[src/rtl/writeback_regfile_pkg.sv]
// Shared codes for the writeback stage: instruction classes, load funct3 values,
// the writeback stage number and the writeback source selector.
package writeback_regfile_pkg;

    localparam int XLEN = 32;
    localparam logic [2:0] WB_STAGE = 3'd5;

    localparam logic [4:0] RTYPE     = 5'd0;
    localparam logic [4:0] ITYPE     = 5'd1;
    localparam logic [4:0] LTYPE     = 5'd2;
    localparam logic [4:0] STYPE     = 5'd3;
    localparam logic [4:0] BTYPE     = 5'd4;
    localparam logic [4:0] LUITYPE   = 5'd5;
    localparam logic [4:0] AUIPCTYPE = 5'd6;
    localparam logic [4:0] JALTYPE   = 5'd7;
    localparam logic [4:0] JALRTYPE  = 5'd8;

    localparam logic [2:0] LB3  = 3'd0;
    localparam logic [2:0] LH3  = 3'd1;
    localparam logic [2:0] LW3  = 3'd2;
    localparam logic [2:0] LBU3 = 3'd4;
    localparam logic [2:0] LHU3 = 3'd5;

    typedef enum logic [1:0] {
        WBSEL_NONE = 2'd0,
        WBSEL_ALU  = 2'd1,
        WBSEL_MEM  = 2'd2,
        WBSEL_LINK = 2'd3
    } wbsel_e;

    function automatic wbsel_e wbsel_of(input logic [4:0] itype);
        case (itype)
            RTYPE, ITYPE, LUITYPE, AUIPCTYPE: wbsel_of = WBSEL_ALU;
            LTYPE:                            wbsel_of = WBSEL_MEM;
            JALTYPE, JALRTYPE:                wbsel_of = WBSEL_LINK;
            default:                          wbsel_of = WBSEL_NONE;
        endcase
    endfunction

endpackage

[src/rtl/writeback_regfile_load_extend.sv]
// Sub-word load extension: picks the low byte/half/word of the load data and
// sign- or zero-extends it; flags funct3 codes that are not legal loads.
module writeback_regfile_load_extend
    import writeback_regfile_pkg::*;
(
    input  logic [2:0]      funct3_i,
    input  logic [XLEN-1:0] mem_i,
    output logic [XLEN-1:0] ext_o,
    output logic            illegal_o
);

    always_comb begin
        ext_o     = '0;
        illegal_o = 1'b0;
        case (funct3_i)
            LB3:     ext_o = {{24{mem_i[7]}}, mem_i[7:0]};
            LH3:     ext_o = {{16{mem_i[15]}}, mem_i[15:0]};
            LW3:     ext_o = mem_i;
            LBU3:    ext_o = {24'b0, mem_i[7:0]};
            LHU3:    ext_o = {16'b0, mem_i[15:0]};
            default: illegal_o = 1'b1;
        endcase
    end

endmodule

[src/rtl/writeback_regfile.sv]
// Writeback stage and x0..x31 register file: commits one result per entry into
// the writeback stage, serves two combinational read ports, counts retirements.
module writeback_regfile
    import writeback_regfile_pkg::*;
(
    input  logic            clk,
    input  logic            reset,
    input  logic [2:0]      stage_i,
    input  logic [4:0]      itype_i,
    input  logic [31:0]     ir_i,
    input  logic [31:0]     y_in,
    input  logic [31:0]     mem_i,
    input  logic [31:0]     pc_i,
    input  logic [4:0]      rs1_addr_i,
    input  logic [4:0]      rs2_addr_i,
    output logic [31:0]     rs1_o,
    output logic [31:0]     rs2_o,
    output logic            wb_valid_o,
    output logic [4:0]      wb_rd_o,
    output logic [31:0]     wb_data_o,
    output logic [63:0]     instret_o,
    output logic            bad_load_o
);

    logic [XLEN-1:0] regs_q [32];
    logic [2:0]      stage_prev_q;
    logic            wb_valid_q, wb_valid_d;
    logic [4:0]      wb_rd_q, wb_rd_d;
    logic [31:0]     wb_data_q, wb_data_d;
    logic [63:0]     instret_q, instret_d;
    logic            bad_load_q, bad_load_d;

    logic [4:0]      rd;
    logic [2:0]      funct3;
    logic            commit;
    logic            wr_en;
    wbsel_e          wbsel;
    logic [31:0]     ext_word;
    logic            ext_illegal;
    logic [31:0]     wr_data;
    logic            unused_ir;

    assign rd        = ir_i[11:7];
    assign funct3    = ir_i[14:12];
    assign unused_ir = ^{ir_i[31:15], ir_i[6:0]};

    // A dwell of several cycles in WB must retire only once, so commit on entry.
    assign commit = (stage_i == WB_STAGE) && (stage_prev_q != WB_STAGE);
    assign wbsel  = wbsel_of(itype_i);

    writeback_regfile_load_extend u_load_extend (
        .funct3_i  (funct3),
        .mem_i     (mem_i),
        .ext_o     (ext_word),
        .illegal_o (ext_illegal)
    );

    always_comb begin
        wr_data = '0;
        case (wbsel)
            WBSEL_ALU:  wr_data = y_in;
            WBSEL_MEM:  wr_data = ext_word;
            WBSEL_LINK: wr_data = pc_i + 32'd4;
            default:    wr_data = '0;
        endcase
    end

    assign wr_en = commit && (wbsel != WBSEL_NONE)
                   && !((wbsel == WBSEL_MEM) && ext_illegal)
                   && (rd != 5'd0);

    always_comb begin
        wb_valid_d = wr_en;
        wb_rd_d    = wr_en ? rd : wb_rd_q;
        wb_data_d  = wr_en ? wr_data : wb_data_q;
        instret_d  = commit ? instret_q + 64'd1 : instret_q;
        bad_load_d = bad_load_q || (commit && (wbsel == WBSEL_MEM) && ext_illegal);
    end

    always_ff @(posedge clk) begin
        if (reset) begin
            stage_prev_q <= '0;
            wb_valid_q   <= 1'b0;
            wb_rd_q      <= '0;
            wb_data_q    <= '0;
            instret_q    <= '0;
            bad_load_q   <= 1'b0;
            for (int i = 0; i < 32; i++) regs_q[i] <= '0;
        end else begin
            stage_prev_q <= stage_i;
            wb_valid_q   <= wb_valid_d;
            wb_rd_q      <= wb_rd_d;
            wb_data_q    <= wb_data_d;
            instret_q    <= instret_d;
            bad_load_q   <= bad_load_d;
            if (wr_en) regs_q[rd] <= wr_data;
        end
    end

    assign rs1_o      = (rs1_addr_i == 5'd0) ? 32'd0 : regs_q[rs1_addr_i];
    assign rs2_o      = (rs2_addr_i == 5'd0) ? 32'd0 : regs_q[rs2_addr_i];
    assign wb_valid_o = wb_valid_q;
    assign wb_rd_o    = wb_rd_q;
    assign wb_data_o  = wb_data_q;
    assign instret_o  = instret_q;
    assign bad_load_o = bad_load_q;

endmodule

[config.mk]
export PLATFORM = sky130hd
export DESIGN_NAME = writeback_regfile
export DESIGN_NICKNAME = d
export VERILOG_FILES = /design/src/rtl/writeback_regfile_pkg.sv /design/src/rtl/writeback_regfile_load_extend.sv /design/src/rtl/writeback_regfile.sv
export SDC_FILE = /design/constraint.sdc
export NUM_CORES = 2
export LEC_CHECK = 0
export BUFFER_PORTS_ARGS = -buffer_cell sky130_fd_sc_hd__clkbuf_2
export CORE_ASPECT_RATIO = 0.5
export CORE_MARGIN = 2
export CORE_UTILIZATION = 30
export CTS_BUF_LIST = sky130_fd_sc_hd__clkbuf_4 sky130_fd_sc_hd__clkbuf_8
export DETAILED_ROUTE_END_ITERATION = 8
export PLACE_DENSITY_LB_ADDON = 0.25
export SETUP_SLACK_MARGIN = 0.4
export SKIP_LAST_GASP = 1
export SLEW_MARGIN = 20
export SYNTH_ARGS = -nofsm -noshare
export SYNTH_HDL_FRONTEND = slang
export SYNTH_SLANG_ARGS = --single-unit
export TNS_END_PERCENT = 30
[constraint.sdc]
create_clock -name clk -period 9.3 [get_ports clk]
set_input_delay 2.325 -clock clk [delete_from_list [all_inputs] [get_ports clk]]
set_output_delay 2.325 -clock clk [all_outputs]
set_load 0.05 [all_outputs]
==> out/summary.txt <==
Chip Width: 622 µm
Adder-Cell Fraction of Synth Area: 0.0436%
register area share after synthesis: 57.3%
clock insertion delay at the later pin of the skew report: 0.95 ns
Buf/Inv on CP: 3
Detail Route Antenna Nets: 0
hold path startpoint: instret_o[62]
Min-Delay Path Class: reg2reg
Inserted Clock Buffers: 182
fin crit period: 7.67 ns
Vias: 41500
Startpoint Class: input port
Longest Clk Path Bufs: 3
routed wire length: 220000 µm
CP dominant cell by count: buf_4
Die H: 313 µm
hold_buf cts: 0
WP data required: 6.98 ns
Max Slew Vio Count: 0
Routed WL per cell: 30.8 µm
die area: 195000 µm²
Syn-to-layout area delta: 14.7%
VDD IR max: 0.121 mV
total track usage: 22.2%
WS Path Type: in2out
number of synthesized flops with an enable pin: 1024
Yosys warnings: 0
Vias/cell: 5.80
RePlAce Congestion: 0.883
RSZ-0062 raised after global routing: false
Unique masters post-synth: 54
core outline area: 190000 µm²
crit-path max FO: 51
Port Buffers: 290
fmax: 130 MHz
setup TNS: 0 ns
Clock Skew: 0.0435 ns
GR Overflow Total: 0
largest net degree at the start of global routing: 93
fill count: 18400
fin util: 34.6%
power per cell area: 176 nW/µm²
Final setup viols: 0
CP top delay family: buffers and inverters
Synth Flop Type: edfxtp_1
Synth Area per Inst: 13.4 µm²
Slew headroom: 31.4%
CTS H-tree depth: 4
Async S/R FF share, synth: 0%
most frequent cell after synthesis: nor2_1
Leak: 0.0222 µW
Synth Register Bits: 1130
largest family of logic cells by synthesized area: multiplexers
DRC violations left: 0
post-synthesis mux area share: 20.2%
dpl ws: 1.68 ns
register area: 32900 µm²
Arrival @ worst endpoint: 5.34 ns
initial DRC count: 5460
initial antenna violation count: 14
fin crit share: 82.4%
reg2reg end: regs_q[8][5]
num ports: 315
hold endpoint: instret_o[62]
critical-path cell list: buf_4 > buf_4 > mux4_2 > o22ai_1 > nor2_1 > a22o_1 > clkbuf_2
FP Rows: 113
Syn Inst Count: 4275
Resize count post-CTS: 0
Synth top area share: 53.6%
Multi-input gate area: 23200 µm²
Hold Path Depth: 2
global-route wire length before repair: 309000 µm
Critical R2R Launch: stage_prev_q[2]
fraction of layout cells with a size suffix above 1: 28.7%
worst reg2reg setup slack: 5.69 ns
post-CTS setup buffer count: 0
Post-synth top cells: 1118 x nor2_1, 1024 x edfxtp_1, 512 x mux4_2
total power: 11500 µW
CTS tree: done
post-synthesis xor/xnor area fraction: 0.733%
Worst-path clk slew: 0.06 ns
top cells by area, synth: edfxtp_1 54%, mux4_2 20%, nor2_1 7.3%
Max-Cap Viols: 0
vias in the first global route: 41900
CTS root buf: clkbuf_8
slowest stage delay, CP: 0.77 ns
CTS sink cnt: 1130
Synth Area in Compound Gates: 6.72%
Final HPWL DP: 131000 µm
Post-Synth Simple-Gate Area: 11.7%
area leader, netlist: edfxtp_1
Max stage delay cell, worst path: buf_4
Reg2Reg Depth: 9
fin worst setup slack: 1.63 ns
Initial Utilization: 30.2%
TritonRoute pass-1 iters: 5
status: complete, no violations
Worst Max-Slew Pin Slew: 1.03 ns
nets@finish: 4629
final hold violations: 0
post-synthesis cell area: 57300 µm²
Crit. End Element: output port
-- cell type report --
cell class / instances / area share [%]
Sequential cell: 1130 / 50.0
Antenna cell: 6 / 0.0228
Clock buffer: 248 / 4.64
Tap cell: 2530 / 4.82
Inverter: 23 / 0.131
Multi-Input combinational cell: 2697 / 35.2
Timing Repair Buffer: 445 / 4.37
Clock inverter: 74 / 0.799
-- state kept, by name, indices dropped and copies added, names as in the netlist --
name and count:
regs_q 1024, stage_prev_q 3, wb_valid_o 1, wb_rd_o 5, wb_data_o 32, bad_load_o 1
instret_o 64
-- cell families (layout without fill, tap and decap cells) --
| kind of cell | after synthesis | count (layout) |
|---|---|---|
| other cells | 1 | 38 |
| simple gates | 1558 | 1558 |
| mux | 514 | 514 |
| flops | 1130 | 1130 |
| xor+xnor | 48 | 48 |
| fa+ha+maj | 2 | 2 |
| buf+inv | 479 | 790 |
| compound gates | 543 | 543 |
-- report_power, final --
group / total [µW] / internal, µW / switching [µW]
Clock: 4430 / 2290 / 2130
Sequential: 5710 / 5650 / 62.9
Combinational: 1400 / 448 / 951
Total: 11500 / 8390 / 3150
-- worst reg2reg max path, cell delays in order, from the launching register on --
cell      delay, ns
dfxtp_1        0.29
and3b_1        0.24
nor2_1         0.12
buf_4          0.22
nor4b_4        0.24
buf_4          0.51
nand4b_1       0.19
buf_4          0.39
nand2b_2       0.45
buf_4          0.57
-- worst max path at each step --
| stage | from | to | slack (ns) | cells after the start |
|---|---|---|---|---|
| 6_report | rs2_addr_i[2] | rs2_o[0] | 1.63 | 7 |
| 5_1_grt | rs2_addr_i[2] | rs2_o[28] | 1.63 | 7 |
| 4_1_cts | rs2_addr_i[2] | rs2_o[0] | 1.69 | 7 |
| 3_5_place_dp | rs2_addr_i[2] | rs2_o[0] | 1.68 | 7 |
| 3_3_place_gp | rs2_addr_i[2] | rs2_o[0] | 1.71 | 7 |
| 2_1_floorplan | rs1_addr_i[0] | rs1_o[13] | 2.43 | 7 |
-- layer usage --
layer  share of wire [%]  track usage, %  up-vias
li1                    -               -    16900
met1                  38            28.4    21700
met2                  48            36.5     2424
met3                  10            5.34      439
met4                 3.6            8.42       10
met5               0.026               0        -
-- through the flow --
step | hold WS [ns] | instance area (µm²) | cells
4_1_cts | 0.494 | 65700 | 7146
5_1_grt | 0.531 | 65700 | 7153
2_1_floorplan | 0.704 | 57400 | 4306
6_report | 0.491 | 65700 | 7153
3_5_place_dp | 0.486 | 62100 | 6824
3_3_place_gp | 0.469 | 62100 | 6824
-- placed cells by master (no fill, tap or decap), types with 54 or more instances in the layout --
cell	instances
clkbuf_4	58
clkbuf_8	190
nand2_1	131
a21oi_1	79
buf_4	141
mux4_2	512
nand3_1	54
dfxtp_1	106
edfxtp_1	1024
clkbuf_2	283
o22ai_1	82
nor2_1	1114
a22o_1	65
a22oi_1	187
(Power assumes the default switching activity.)
